$ cat config.mk
export PLATFORM = sky130hd
export DESIGN_NAME = spi_slave_ctrl
export DESIGN_NICKNAME = d
export VERILOG_FILES = /design/src/rtl/spi_slave_ctrl.sv
export SDC_FILE = /design/constraint.sdc
export NUM_CORES = 1
export LEC_CHECK = 0
export ABC_AREA = 1
export CAP_MARGIN = 15
export CORE_ASPECT_RATIO = 1.1
export CORE_MARGIN = 3
export CORE_UTILIZATION = 50
export DETAILED_ROUTE_END_ITERATION = 7
export GPL_TIMING_DRIVEN = 1
export PLACE_DENSITY = 0.71
export SYNTH_ARGS = -nofsm -noshare
export SYNTH_HDL_FRONTEND = slang
export SYNTH_SLANG_ARGS = --single-unit
$ cat constraint.sdc
create_clock -name clk -period 3.8 [get_ports clk]
set_input_delay 0.38 -clock clk [delete_from_list [all_inputs] [get_ports clk]]
set_output_delay 0.38 -clock clk [all_outputs]
set_load 0.03 [all_outputs]
$ cat src/rtl/spi_slave_ctrl.sv
// SPI slave front end for a RAM: 10-bit command frames in on mosi,
// read data out on miso, one rx_valid strobe per completed frame.
module spi_slave_ctrl #(
  parameter int RD_WAIT = 15
) (
  input  logic       clk,
  input  logic       rst,
  input  logic       ss_n,
  input  logic       mosi,
  output logic       miso,
  output logic [9:0] rx_data,
  output logic       rx_valid,
  input  logic [7:0] tx_data,
  input  logic       tx_valid
);

  localparam int WW = (RD_WAIT < 2) ? 1 : $clog2(RD_WAIT + 1);
  localparam logic [WW-1:0] WAIT_LAST = WW'(RD_WAIT - 1);

  typedef enum logic [2:0] {
    IDLE,
    CHK_CMD,
    WRITE,
    READ_ADD,
    READ_DATA
  } state_t;

  state_t r_state;
  state_t w_next;

  logic          r_ss_hi;
  logic [3:0]    r_cnt;
  logic [9:0]    r_frame;
  logic          r_done;
  logic [9:0]    r_rx_data;
  logic          r_rx_valid;
  logic          r_rd_addr_seen;
  logic          r_wait_en;
  logic [WW-1:0] r_wait_cnt;
  logic          r_shift_en;
  logic [3:0]    r_sh_cnt;
  logic [7:0]    r_tx_sr;
  logic          r_miso;
  logic          w_in_frame;

  assign miso     = r_miso;
  assign rx_data  = r_rx_data;
  assign rx_valid = r_rx_valid;

  assign w_in_frame = (r_state == WRITE) ||
                      (r_state == READ_ADD) ||
                      (r_state == READ_DATA);

  always_ff @(posedge clk or negedge rst) begin
    if (!rst) r_state <= IDLE;
    else      r_state <= w_next;
  end

  // A frame only starts after ss_n has been seen high since reset
  always_comb begin
    w_next = r_state;
    unique case (r_state)
      IDLE:
        if (!ss_n && r_ss_hi) w_next = CHK_CMD;
      CHK_CMD:
        if (!mosi)               w_next = WRITE;
        else if (r_rd_addr_seen) w_next = READ_DATA;
        else                     w_next = READ_ADD;
      default:
        w_next = r_state;
    endcase
    if (ss_n) w_next = IDLE;
  end

  always_ff @(posedge clk or negedge rst) begin
    if (!rst) begin
      r_ss_hi        <= 1'b0;
      r_cnt          <= '0;
      r_frame        <= '0;
      r_done         <= 1'b0;
      r_rx_data      <= '0;
      r_rx_valid     <= 1'b0;
      r_rd_addr_seen <= 1'b0;
      r_wait_en      <= 1'b0;
      r_wait_cnt     <= '0;
      r_shift_en     <= 1'b0;
      r_sh_cnt       <= '0;
      r_tx_sr        <= '0;
      r_miso         <= 1'b0;
    end else begin
      r_rx_valid <= r_done;
      r_done     <= 1'b0;
      if (ss_n) r_ss_hi <= 1'b1;
      // Completion survives ss_n rising right after the last bit
      if (r_done) begin
        r_rx_data <= r_frame;
        if (r_state == READ_ADD)
          r_rd_addr_seen <= 1'b1;
        else if (r_state == READ_DATA)
          r_rd_addr_seen <= 1'b0;
      end
      if (ss_n) begin
        r_cnt      <= '0;
        r_frame    <= '0;
        r_wait_en  <= 1'b0;
        r_wait_cnt <= '0;
        r_shift_en <= 1'b0;
        r_sh_cnt   <= '0;
        r_tx_sr    <= '0;
        r_miso     <= 1'b0;
      end else begin
        if (r_state == CHK_CMD) begin
          r_frame <= {mosi, 9'd0};
          r_cnt   <= '0;
        end
        if (w_in_frame && r_cnt != 4'd9) begin
          r_frame <= {r_frame[9], r_frame[7:0], mosi};
          r_cnt   <= r_cnt + 4'd1;
          if (r_cnt == 4'd8) r_done <= 1'b1;
        end
        // tx_valid becomes eligible only after the rx_valid cycle
        if (r_state == READ_DATA && r_rx_valid) begin
          r_wait_en  <= 1'b1;
          r_wait_cnt <= '0;
        end
        if (r_wait_en) begin
          if (tx_valid) begin
            r_tx_sr    <= tx_data;
            r_wait_en  <= 1'b0;
            r_shift_en <= 1'b1;
            r_sh_cnt   <= '0;
          end else if (r_wait_cnt == WAIT_LAST) begin
            r_wait_en <= 1'b0;
          end else begin
            r_wait_cnt <= r_wait_cnt + 1'b1;
          end
        end
        if (r_shift_en) begin
          if (r_sh_cnt == 4'd8) begin
            r_miso     <= 1'b0;
            r_shift_en <= 1'b0;
          end else begin
            r_miso   <= r_tx_sr[7];
            r_tx_sr  <= {r_tx_sr[6:0], 1'b0};
            r_sh_cnt <= r_sh_cnt + 4'd1;
          end
        end
      end
    end
  end

endmodule

## After elaboration in Yosys (flattened, before gate mapping)

Index checks and enable logic that the tools add are counted.

- Bits in registers: 50
- Bits of input ports: 13
- Output and inout port bits: 12

- Add/subtract/negate cells: 3
- Eq/ne operators: 10
- Multiplexer cells: 44
- Reductions and logical operators: 15

Operator list:

| cell | number |
|---|---|
| 4-bit two-way mux | 13 |
| 8-bit two-way mux | 5 |
| 10-bit two-way mux | 3 |
| 1-bit two-way mux | 18 |
| 4-bit by 1-bit adder with 4-bit output (second input constant) | 3 |
| 4-bit == test (second input constant) | 3 |
| 3-bit two-way mux | 4 |
| 3-bit by 2-bit == test with 1-bit output (second input constant) | 2 |
| 3-bit case mux with 2 select lines | 1 |
| 2-bit AND reduction | 3 |
| 2-bit nonzero test | 3 |
| 3-bit nonzero test | 2 |
| 4-bit != test (second input constant) | 1 |
| 3-bit by 1-bit == test with 1-bit output (second input constant) | 1 |
| 3-bit == test (second input constant) | 1 |
| 1-bit logical AND | 3 |
| 3-bit logical NOT | 1 |
| 3-bit != test (second input constant) | 1 |
| 1-bit logical OR | 2 |
| 2-bit != test (second input constant) | 1 |
| 1-bit logical NOT | 1 |

## Logic depth before layout (Yosys ltp)

Gate-level depths: netlist of run 1.

- Word-level depth: 7
- Depth in mapped cells: 8
- Depth with buffers taken out: 8

## Worst setup path before layout of run 1

OpenSTA, ideal clock, no wires.

- Path kind: register to register
- From: register r_sh_cnt[0]
- To: register r_sh_cnt[1]
- Arrival time: 1.143 ns
- Path slack: 2.538 ns
- Cell stages (with the launch flop): 8
- Path through: dfrtp_1 inv_1 ha_1 nand3b_4 nand2_2 buf_6 o21ai_2 nor2_1

- Longest elaborated chain between the ends: 4
- Elaborated cells between the ends (all ways): 5
- Those cells by class: add/sub (1); eq/ne (1); mux (3)

RTL lines:

| what | RTL line | source |
|---|---|---|
| start: declaration | 41 | `logic [3:0] r_sh_cnt;` |
| start signal: assignment | 145 | `r_sh_cnt <= r_sh_cnt + 4'd1;` |
| 4-bit by 1-bit adder with 4-bit output or 4-bit == test (tied branches) | 145, 139 |  |
| 4-bit two-way mux (*) | 139 | `if (r_sh_cnt == 4'd8) begin` |
| 4-bit two-way mux (*) | 138 | `if (r_shift_en) begin` |
| 4-bit two-way mux (*) | 102 | `if (ss_n) begin` |

Every way passes the cells marked *; elsewhere a longest branch is shown, timed or not.
A chain may end at the register's enable or synchronous reset.

## Worst setup path in the final report of run 1

- From: input ss_n
- To: register r_wait_cnt[0]

- Longest elaborated chain between the ends: 1

RTL lines:

| what | RTL line | source |
|---|---|---|
| start: declaration | 8 | `input logic ss_n,` |
| 4-bit two-way mux | 102 |  |
| end signal: assignment | 135 | `r_wait_cnt <= r_wait_cnt + 1'b1;` |
| end: declaration | 39 | `logic [WW-1:0] r_wait_cnt;` |

No other way between the ends.

==> summary.txt, run 1 <==
STA
  – Final worst slack: 1.76 ns
  – Min Clock Period, post-route: 2.04 ns
  – Setup Skew: about 0.011 ns
  – Final Hold Vio Count: 0
  – Slew margin rel.: between 30 and 40%
  – Final Cycle Share: 53.7%
  – Slew @ Worst Pin: approximately 0.95 ns
  – RSZ-0062 raised after global routing: false
  – Setup TNS: 0 ns
  – Final Max Tran Viols: 0
  – F_max: between 0.4 and 0.5 GHz
  – # setup viols final: 0

Detailed routing
  – Vias per Instance: slightly above 5
  – Starting DRT DRC Count: 75
  – Wire per inst: 12.7 µm
  – Pre-Repair DR Iteration Count: 5
  – Drt drc: 0
  – Via count: 1892
  – Post-detailed-route count of antenna-violating nets: 0
  – Final wirelength: around 4700 µm

Clocking
  – Number of buffers inserted by hold repair at cts: 0
  – Post-CTS Resized: 0
  – Post-CTS Setup Inserts: 0
  – Clock transition at path regs: 0.10 ns
  – Later-pin clock latency in the skew report: between 0.3 and 0.4 ns
  – Clock Sinks: 50
  – CTS max path bufs: 2
  – Clock buffer count from CTS: 5
  – CTS tree: yes
  – CTS root buf: clkbuf_8
  – H-tree Lvls: 2

Placement
  – Area after DPL: 2740 µm²
  – DP HPWL: a little over 3000 µm
  – Dpl ws: roughly 1.4 ns
  – Gpl congestion: between 0.8 and 0.9
  – Port bufs: 24

Cells and area
  – Area grow syn2layout: 13.6%
  – Antenna diodes: 0
  – Layout cells sized above 1: under 10%
  – Fillers: 436
  – Register area: 1250 µm²
  – Fin nets: between 300 and 400
  – Design area: ~2800 µm²
  – Area occupied by multi-input gates: 1090 µm²

Die
  – I/O pin cnt: 25
  – Cell Rows: 26
  – Die X: roughly 74 µm
  – Full die area: 5900 µm²
  – Core Footprint: roughly 4700 µm²
  – Initial cell density of the core: 52.8%
  – Die height: about 80 µm

Logic synthesis
  – Mapped Cells: between 200 and 300
  – Ys Warns: 0
  – Ys async rst share: 100%
  – Ys flop type: dfrtp_1
  – Largest cells by area after synthesis: dfrtp_1, nand2_1, nand3_1
  – Number of synthesized flops with an enable pin: 0
  – Synthesized net count: about 310
  – Mapped cell area: 2510 µm²
  – #FFs+latches synth: 50
  – Share of the yosys chip area belonging to registers: 49.9%
  – Yosys top cell area share: 49.9%
  – Yosys top cell by area: dfrtp_1
  – Yosys cell types: 31
  – Post-Syn Area per Cell: ~8.5 µm²

Min path
  – Worst Hold Class: input port to asynchronous set/reset pin

GRT
  – First-pass GRT wire length: ~8400 µm
  – Initial antenna violation count: 0
  – Overflow left after global routing: 0
  – Pin count of the biggest net entering global routing: just over 50
  – Vias in the first global route: between 1500 and 2000
  – GRT Util Overall: 18.0%

Worst setup path
  – CP Capture Type: flip-flop
  – Worst Path Arrival: approximately 2.3 ns
  – Worst EP required: around 4.0 ns
  – R2r endpoint: r_sh_cnt[3]
  – Critical path fanouts, max: 30
  – Reg2Reg Depth: 5
  – CP startpoint: ss_n
  – Reg2Reg Launch Point: r_wait_en
  – CP Launch Type: input port
  – R2R setup slack: about 2.2 ns
  – WS Path Type: input port to flip-flop

Run status
  – Status: finished, final reports clean

Run
  – Maxcap violations: 0

Power and ir drop
  – Peak supply drop: roughly 0.00027 V
  – Leakage: about 1.4 nW
  – Pwr dens: about 360 nW/µm²
-- synth_stat cells, types with 5 or more instances --
master,number
nand2_1,92
dfrtp_1,50
nand3_1,29
nor2_1,25
inv_1,20
nand4_1,15
a21oi_1,10
ha_1,7
buf_2,5
o21ai_0,5
-- logic make-up after synthesis --
logic type                 Yosys count  synth area share (%)
and+or+nand+nor                    177                  33.4
DFF                                 50                  49.9
buffers and inverters               34                  6.78
AOI/OAI and AO/OA                   24                  5.79
adders and majority gates            7                  3.49
xor gates and xnor gates             2                 0.698
-- per-layer routing --
layer | share of wire [%] | vias to the layer above | wire, µm | global-route usage [%]
met2 | 44 | 25 | 2080 | 27.4
met4 | 1.3 | 0 | 59 | 5.98
met3 | 2.8 | 6 | 134 | 3.75
met5 | 0 | - | 0 | 0
met1 | 52 | 862 | 2430 | 25.4
li1 | - | 999 | - | -
-- final cells by class --
type	instances	area share [%]
clock buffers	5	2.42
clock inverters	3	1.54
inverters	22	2.99
multi-input cells	210	38.2
flip-flops and latches	50	43.9
well taps	56	2.46
repair buffers	25	8.52
-- worst max path at each step --
stage | end | slack [ns] | cells past startpoint
after detailed placement | r_wait_cnt[0] | 1.44 | 4
after floorplan | r_sh_cnt[1] | 2.54 | 7
after CTS | r_wait_cnt[0] | 1.77 | 4
final | r_wait_cnt[0] | 1.76 | 4
after global placement | r_wait_cnt[0] | 1.46 | 4
after global routing | r_wait_cnt[0] | 1.53 | 4
-- cells in the final DEF (no fill, tap or decap), types with 2 or more instances in the layout --
| cell type | Yosys | layout |
|---|---|---|
| o21ai_2 | 2 | 2 |
| o21ai_0 | 5 | 5 |
| clkbuf_8 | 0 | 5 |
| inv_1 | 20 | 20 |
| nand2_2 | 3 | 3 |
| nor2_1 | 25 | 25 |
| nor2_2 | 2 | 2 |
| clkdlybuf4s50_1 | 0 | 23 |
| nand2_4 | 3 | 3 |
| o31ai_1 | 3 | 3 |
| a211oi_1 | 2 | 2 |
| nand3_1 | 29 | 29 |
| ha_1 | 7 | 7 |
| nand2_1 | 92 | 92 |
| nand3_2 | 3 | 3 |
| dfrtp_1 | 50 | 50 |
| a21oi_1 | 10 | 10 |
| xor2_1 | 2 | 2 |
| nand4_1 | 15 | 15 |
-- state kept, by name (all words and copies together) (netlist names), 3 cells and up --
signal and cells:
r_frame 10, rx_data 10, r_cnt 4, r_wait_cnt 4
r_tx_sr 8, r_state 3, r_sh_cnt 4
-- per-stage QoR --
step / total power, mW / utilization, % / hold slack (ns) / cells
global route: 1.07 / 60.0 / 0.208 / 371
CTS: 1.04 / 60.0 / 0.195 / 371
detailed placement: 0.660 / 57.6 / 0.445 / 363
finish: 1.03 / 60.0 / 0.154 / 371
floorplan: 0.631 / - / 0.0844 / 294
global placement: 0.659 / 57.6 / 0.450 / 363
-- power breakdown --
group | switching [mW] | internal [mW] | leakage, nW
clock network | 0.186 | 0.198 | 0.0585
logic | 0.0639 | 0.0315 | 0.648
registers | 0.0121 | 0.540 | 0.689
-- critical path, stage by stage --
cell and delay (ns):
clkdlybuf4s50_1 0.68, inv_1 0.84, o21ai_0 0.21, a21oi_1 0.16
Note: power is estimated with default switching activity, not from simulation.
==> inputs of run 2 (changes only) <==
==> constraint.sdc (replaced) <==
create_clock -name clk -period 1.9 [get_ports clk]
set_input_delay 0.19 -clock clk [delete_from_list [all_inputs] [get_ports clk]]
set_output_delay 0.19 -clock clk [all_outputs]
set_load 0.03 [all_outputs]
==> summary.txt, run 2 (same netlist as run 1, synthesis figures left out) <==
STA
  – Slew @ Worst Pin: 0.628 ns (-0.322 ns)
  – Setup TNS: 0 ns (unchanged)
  – # setup viols final: 0 (unchanged)
  – Final Cycle Share: between 80% and 90%
  – RSZ-0062 raised after global routing: false
  – F_max: between 0.6 and 0.7 GHz
  – Slew margin rel.: 58.2% (+22 points)
  – Final Hold Vio Count: 35 (+35)
  – Final Max Tran Viols: 0 (unchanged)
  – Setup Skew: 0.0107 ns (-0.000501 ns)
  – Min Hold Slack: -0.0217 ns (-0.176 ns)
  – Min Clock Period, post-route: 1.55 ns

Worst setup path
  – WS Path Type: flip-flop to output pin
  – Worst EP required: 1.71 ns (-2.33 ns)
  – Worst Path Arrival: 1.36 ns (-0.92 ns)
  – CP Cell Sequence: clkdlybuf4s50_1
  – CP Capture Type: output pin
  – Crit path max-delay cell type: clkdlybuf4s50_1
  – Top delay family on crit path: buffers and inverters
  – Max stage delay on crit path: 0.67 ns (-0.17 ns)
  – Critical path fanouts, max: 3 (-90%)
  – Buf+Inv Stages, Crit Path: 1 (-1)
  – CP Launch Type: flip-flop

Cells and area
  – Commonest non-fill, non-tap cell in the layout: nand2_1
  – Core Util, Final: 61.1% (+1.2 points)
  – Area occupied by multi-input gates: 1090 µm² (unchanged)
  – Register area: 1250 µm² (unchanged)
  – Area grow syn2layout: 15.8%
  – Fillers: 426 (-2.3%)
  – Most frequent cells in the layout: nand2_1, dfrtp_1, nand3_1
  – Antenna diodes: 0 (unchanged)
  – Layout cells sized above 1: 10.0% (+1.1 points)
  – Fin nets: 338 (+1.2%)

Run
  – Maxcap violations: 0 (unchanged)

Detailed routing
  – Via count: 1996 (+5.5%)
  – Pre-Repair DR Iteration Count: 4 (-1)
  – Vias per Instance: 5.32 (+4.4%)
  – Wire per inst: 12.9 µm (+2.0%)
  – Drt drc: 0 (unchanged)
  – Starting DRT DRC Count: 136 (+81%)
  – Final wirelength: 4860 µm (+3.1%)
  – Post-detailed-route count of antenna-violating nets: 0 (unchanged)

Die
  – Die height: 80.3 µm (unchanged)
  – I/O pin cnt: 25 (unchanged)
  – Cell Rows: 26 (unchanged)
  – Core Footprint: 4750 µm² (unchanged)
  – Full die area: 5900 µm² (unchanged)
  – Initial cell density of the core: 52.8% (unchanged)
  – Die X: 73.5 µm (unchanged)

Power and ir drop
  – Leakage: 1.42 nW (+2.1%)
  – Design Power: 2.19 mW (+110%)
  – Pwr dens: 755 nW/µm² (+110%)
  – Peak supply drop: 0.000610 V (+120%)

Clocking
  – CTS tree: yes
  – Number of buffers inserted by hold repair at cts: 0 (unchanged)
  – H-tree Lvls: 2 (unchanged)
  – Post-CTS Resized: 0 (unchanged)
  – Clock buffer count from CTS: 5 (unchanged)
  – Later-pin clock latency in the skew report: 0.30 ns (about the same)
  – CTS root buf: clkbuf_8
  – Post-CTS Setup Inserts: 0 (unchanged)
  – Clock Sinks: 50 (unchanged)
  – CTS max path bufs: 2 (unchanged)
  – Clock transition at path regs: 0.10 ns (about the same)

GRT
  – GRT Util Overall: 18.3% (+0.29 points)
  – Initial antenna violation count: 0 (unchanged)
  – Overflow left after global routing: 0 (unchanged)
  – Pin count of the biggest net entering global routing: 51 (unchanged)
  – First-pass GRT wire length: 8630 µm (+3.0%)
  – Vias in the first global route: 1977 (+6.9%)

Placement
  – Port bufs: 24 (unchanged)
  – Gpl congestion: 0.829 (+2.6%)
  – DP HPWL: 3250 µm (+4.6%)

Run status
  – Status: finished with violations
  – Violated checks: negative hold slack

Min path
  – Worst Hold Class: input port to asynchronous set/reset pin
==> run 2: worst paths after layout <==
check / slack, ns / cells past startpoint / startpoint / endpoint
max: 0.35 / 1 / rx_valid / rx_valid
min reg2reg: 0.48 / 2 / rx_data[3] / rx_data[3]
max reg2reg: 0.40 / 6 / r_cnt[1] / r_cnt[2]
max in group asynchronous: 1.49 / 2 / rst / r_tx_sr[3]
min in group clk: 0.47 / 3 / tx_data[0] / r_tx_sr[0]
min: -0.02 / 2 / rst / r_wait_cnt[2]
==> run 2: metal layers <==
metal / vias to the layer above / track usage, % / part of all wire, %
li1: 1007 / - / -
met3: 8 / 3.13 / 3.6
met2: 37 / 29.8 / 49
met1: 944 / 24.4 / 47
met4: 0 / 6.34 / 1.1
met5: - / 0 / 0
==> run 2: worst register-to-register path: cells and delay by family (launching register included) <==
family                     cells  cell delay [ns]
adders and majority gates      1             0.16
DFF                            1             0.43
and+or+nand+nor                4             0.76
buffers and inverters          1             0.09
==> run 2: where the power goes <==
part	total [mW]	internal (mW)	switching, mW
combinational	0.197	0.0656	0.132
sequential	1.10	1.08	0.0235
clock	0.892	0.528	0.365
total	2.19	1.67	0.520
==> run 2: final cells by class <==
| cell class | instances | share of cell area, % |
|---|---|---|
| flip-flops and latches | 50 | 43.1 |
| multi-input cells | 210 | 37.4 |
| repair buffers | 29 | 9.39 |
| inverters | 22 | 2.93 |
| well taps | 56 | 2.41 |
| clock buffers | 5 | 2.37 |
| clock inverters | 3 | 2.37 |
==> run 2: metrics by stage <==
stage / hold WS [ns] / setup WS (ns) / std cells / area (µm²)
6_report: -0.0217 / 0.354 / 375 / 2900
5_1_grt: 0.0343 / 0.248 / 375 / 2900
4_1_cts: 0.0111 / 0.337 / 375 / 2900
3_5_place_dp: 0.339 / 0.385 / 367 / 2770
3_3_place_gp: 0.342 / 0.465 / 367 / 2770
2_1_floorplan: -0.106 / 0.638 / 294 / 2510
==> inputs of run 3 (changes only) <==
==> constraint.sdc (replaced) <==
create_clock -name clk -period 1.5 [get_ports clk]
set_input_delay 0.15 -clock clk [delete_from_list [all_inputs] [get_ports clk]]
set_output_delay 0.15 -clock clk [all_outputs]
set_load 0.03 [all_outputs]
==> summary.txt, run 3 (same netlist as run 1, synthesis figures left out) <==
Worst setup path
  – CP Cell Sequence: inv_1, ha_1, nand2_1, nor2_1, nor2_2, a21oi_1, nor2_1
  – CP startpoint: r_sh_cnt[1]
  – Reg2Reg Launch Point: r_sh_cnt[1]
  – Reg2Reg Depth: 7 (+1)
  – R2r endpoint: r_sh_cnt[1]
  – Critical path fanouts, max: 5 (+2)
  – R2R setup slack: 0.15 ns (-0.25 ns)
  – Worst EP required: 1.69 ns (-0.02 ns)
  – CP Capture Type: flip-flop
  – Top delay family on crit path: flip-flops
  – Buf+Inv Stages, Crit Path: 1 (unchanged)
  – Crit path max-delay cell type: dfrtp_1
  – WS Path Type: flip-flop to flip-flop
  – CP endpoint: r_sh_cnt[1]
  – CP most frequent cell: nor2_1
  – Worst Path Arrival: 1.54 ns (+0.18 ns)
  – Max stage delay on crit path: 0.43 ns (-0.24 ns)
  – CP Launch Type: flip-flop
  – Stages on worst setup path: 7 (+6)

Detailed routing
  – Drt drc: 0 (unchanged)
  – Vias per Instance: 5.13 (-3.6%)
  – Pre-Repair DR Iteration Count: 4 (unchanged)
  – Wire per inst: 12.4 µm (-4.4%)
  – Post-detailed-route count of antenna-violating nets: 0 (unchanged)
  – Final wirelength: 4720 µm (-2.8%)
  – Starting DRT DRC Count: 108 (-21%)
  – Via count: 1955 (-2.1%)

Clocking
  – CTS tree: yes
  – Clock Sinks: 50 (unchanged)
  – CTS root buf: clkbuf_8
  – H-tree Lvls: 2 (unchanged)
  – CTS max path bufs: 2 (unchanged)
  – Clock buffer count from CTS: 5 (unchanged)
  – Clock transition at path regs: 0.09 ns (about the same)
  – Later-pin clock latency in the skew report: 0.30 ns (about the same)

Min path
  – Worst Hold Class: input port to asynchronous set/reset pin

STA
  – RSZ-0062 raised after global routing: false
  – Final Hold Vio Count: 0 (-100%)
  – Setup Skew: 0.00194 ns (-0.00881 ns)
  – Min Clock Period, post-route: between 1 and 1.5 ns
  – Final Cycle Share: roughly 90%
  – Min Hold Slack: 0.307 ns (+0.328 ns)
  – Final Max Tran Viols: 0 (unchanged)
  – F_max: 0.741 GHz
  – Slew @ Worst Pin: 0.417 ns (-0.211 ns)
  – # setup viols final: 0 (unchanged)
  – Slew margin rel.: 72.2% (+14 points)
  – Setup TNS: 0 ns (unchanged)

GRT
  – Initial antenna violation count: 0 (unchanged)
  – GRT Util Overall: 17.9% (-0.36 points)
  – Overflow left after global routing: 0 (unchanged)
  – Vias in the first global route: 1849 (-6.5%)
  – First-pass GRT wire length: 8310 µm (-3.7%)
  – Pin count of the biggest net entering global routing: 34 (-33%)

Die
  – Die X: 73.5 µm (unchanged)
  – I/O pin cnt: 25 (unchanged)
  – Full die area: 5900 µm² (unchanged)
  – Initial cell density of the core: 52.8% (unchanged)
  – Core Footprint: 4750 µm² (unchanged)
  – Cell Rows: 26 (unchanged)
  – Die height: 80.3 µm (unchanged)

Cells and area
  – Fin nets: 345 (+2.1%)
  – Antenna diodes: 0 (unchanged)
  – Core Util, Final: 62.7% (+1.5 points)
  – Commonest non-fill, non-tap cell in the layout: nand2_1
  – Most frequent cells in the layout: nand2_1, dfrtp_1, nand3_1
  – Area grow syn2layout: 18.7%
  – Layout cells sized above 1: 11.7% (+1.7 points)
  – Fillers: 413 (-3.1%)

Placement
  – Gpl congestion: 0.830 (+0.12%)
  – DP HPWL: 3240 µm (-0.45%)
  – Port bufs: 24 (unchanged)

Power and ir drop
  – Leakage: 1.65 nW (+16%)
  – Pwr dens: 882 nW/µm² (+17%)
  – Design Power: 2.62 mW (+20%)
  – Peak supply drop: 0.000445 V (-27%)

Run
  – Maxcap violations: 0 (unchanged)

Run status
  – Status: finished, final reports clean
run 3: changes by cell type in the layout (fill, tap and decap cells not counted), sizes merged:
cell | previous run | this run
dlymetal6s2s | 0 | 10
clkdlybuf4s50 | 23 | 11
bufinv | 2 | 1
clkbuf | 5 | 6
clkinv | 2 | 1
buf | 6 | 12
dlygate4sd2 | 0 | 2
dlygate4sd3 | 0 | 1
run 3: cell type report:
| cell class | instances | area, µm² | share of cell area (%) |
|---|---|---|---|
| clock buffer | 6 | 82.6 | 2.77 |
| inverter | 22 | 85.1 | 2.86 |
| timing repair buffer | 36 | 363 | 12.2 |
| tap | 56 | 70.1 | 2.35 |
| clock inverter | 1 | 30.0 | 1.01 |
| sequential | 50 | 1250 | 42.0 |
| multi-input combinational | 210 | 1090 | 36.8 |
run 3: layer usage:
layer / vias to the layer above / global-route usage [%] / wire length, µm
met5: - / 0 / 0
met4: 0 / 5.07 / 47
met3: 5 / 3.75 / 152
met2: 29 / 27.7 / 2140
met1: 902 / 25.4 / 2370
li1: 1019 / - / -
run 3: how the worst min path moves through the flow:
stage,from,end,slack [ns],depth (start not counted)
2_1_floorplan,rst,miso,-0.15,0
3_3_place_gp,rst,r_wait_cnt[3],0.11,1
4_1_cts,rst,rx_data[8],0.31,2
3_5_place_dp,rst,r_wait_cnt[3],0.11,1
5_1_grt,rst,r_frame[9],0.35,2
6_report,rst,r_wait_cnt[3],0.31,2
run 3: worst register-to-register path: stages, from the launching register on:
cell and delay [ns]:
dfrtp_1 0.43, inv_1 0.07, ha_1 0.21, nand2_1 0.07, nor2_1 0.16, nor2_2 0.09, a21oi_1 0.15, nor2_1 0.06
run 3: what timing repair did:
action                                  CTS  global route
hold buffers                              1             0
setup buffers                             0             0
endpoints found under the hold margin    17             0
resized for setup                         2            12
endpoints found under the setup margin    2            19
cloned                                    0             0
run 3: power breakdown:
| part | total, mW | internal [mW] | switching [mW] |
|---|---|---|---|
| Clock | 0.963 | 0.534 | 0.429 |
| Sequential | 1.39 | 1.37 | 0.0228 |
| Combinational | 0.269 | 0.0969 | 0.172 |
run 3: per-stage QoR:
step                      setup slack, ns  instance area [µm²]  cells
after detailed placement           0.0795                 2820    373
final                               0.151                 2980    381
after floorplan                     0.238                 2510    294
after global routing               0.0125                 2980    381
after global placement              0.105                 2820    373
after CTS                         0.00663                 2940    381
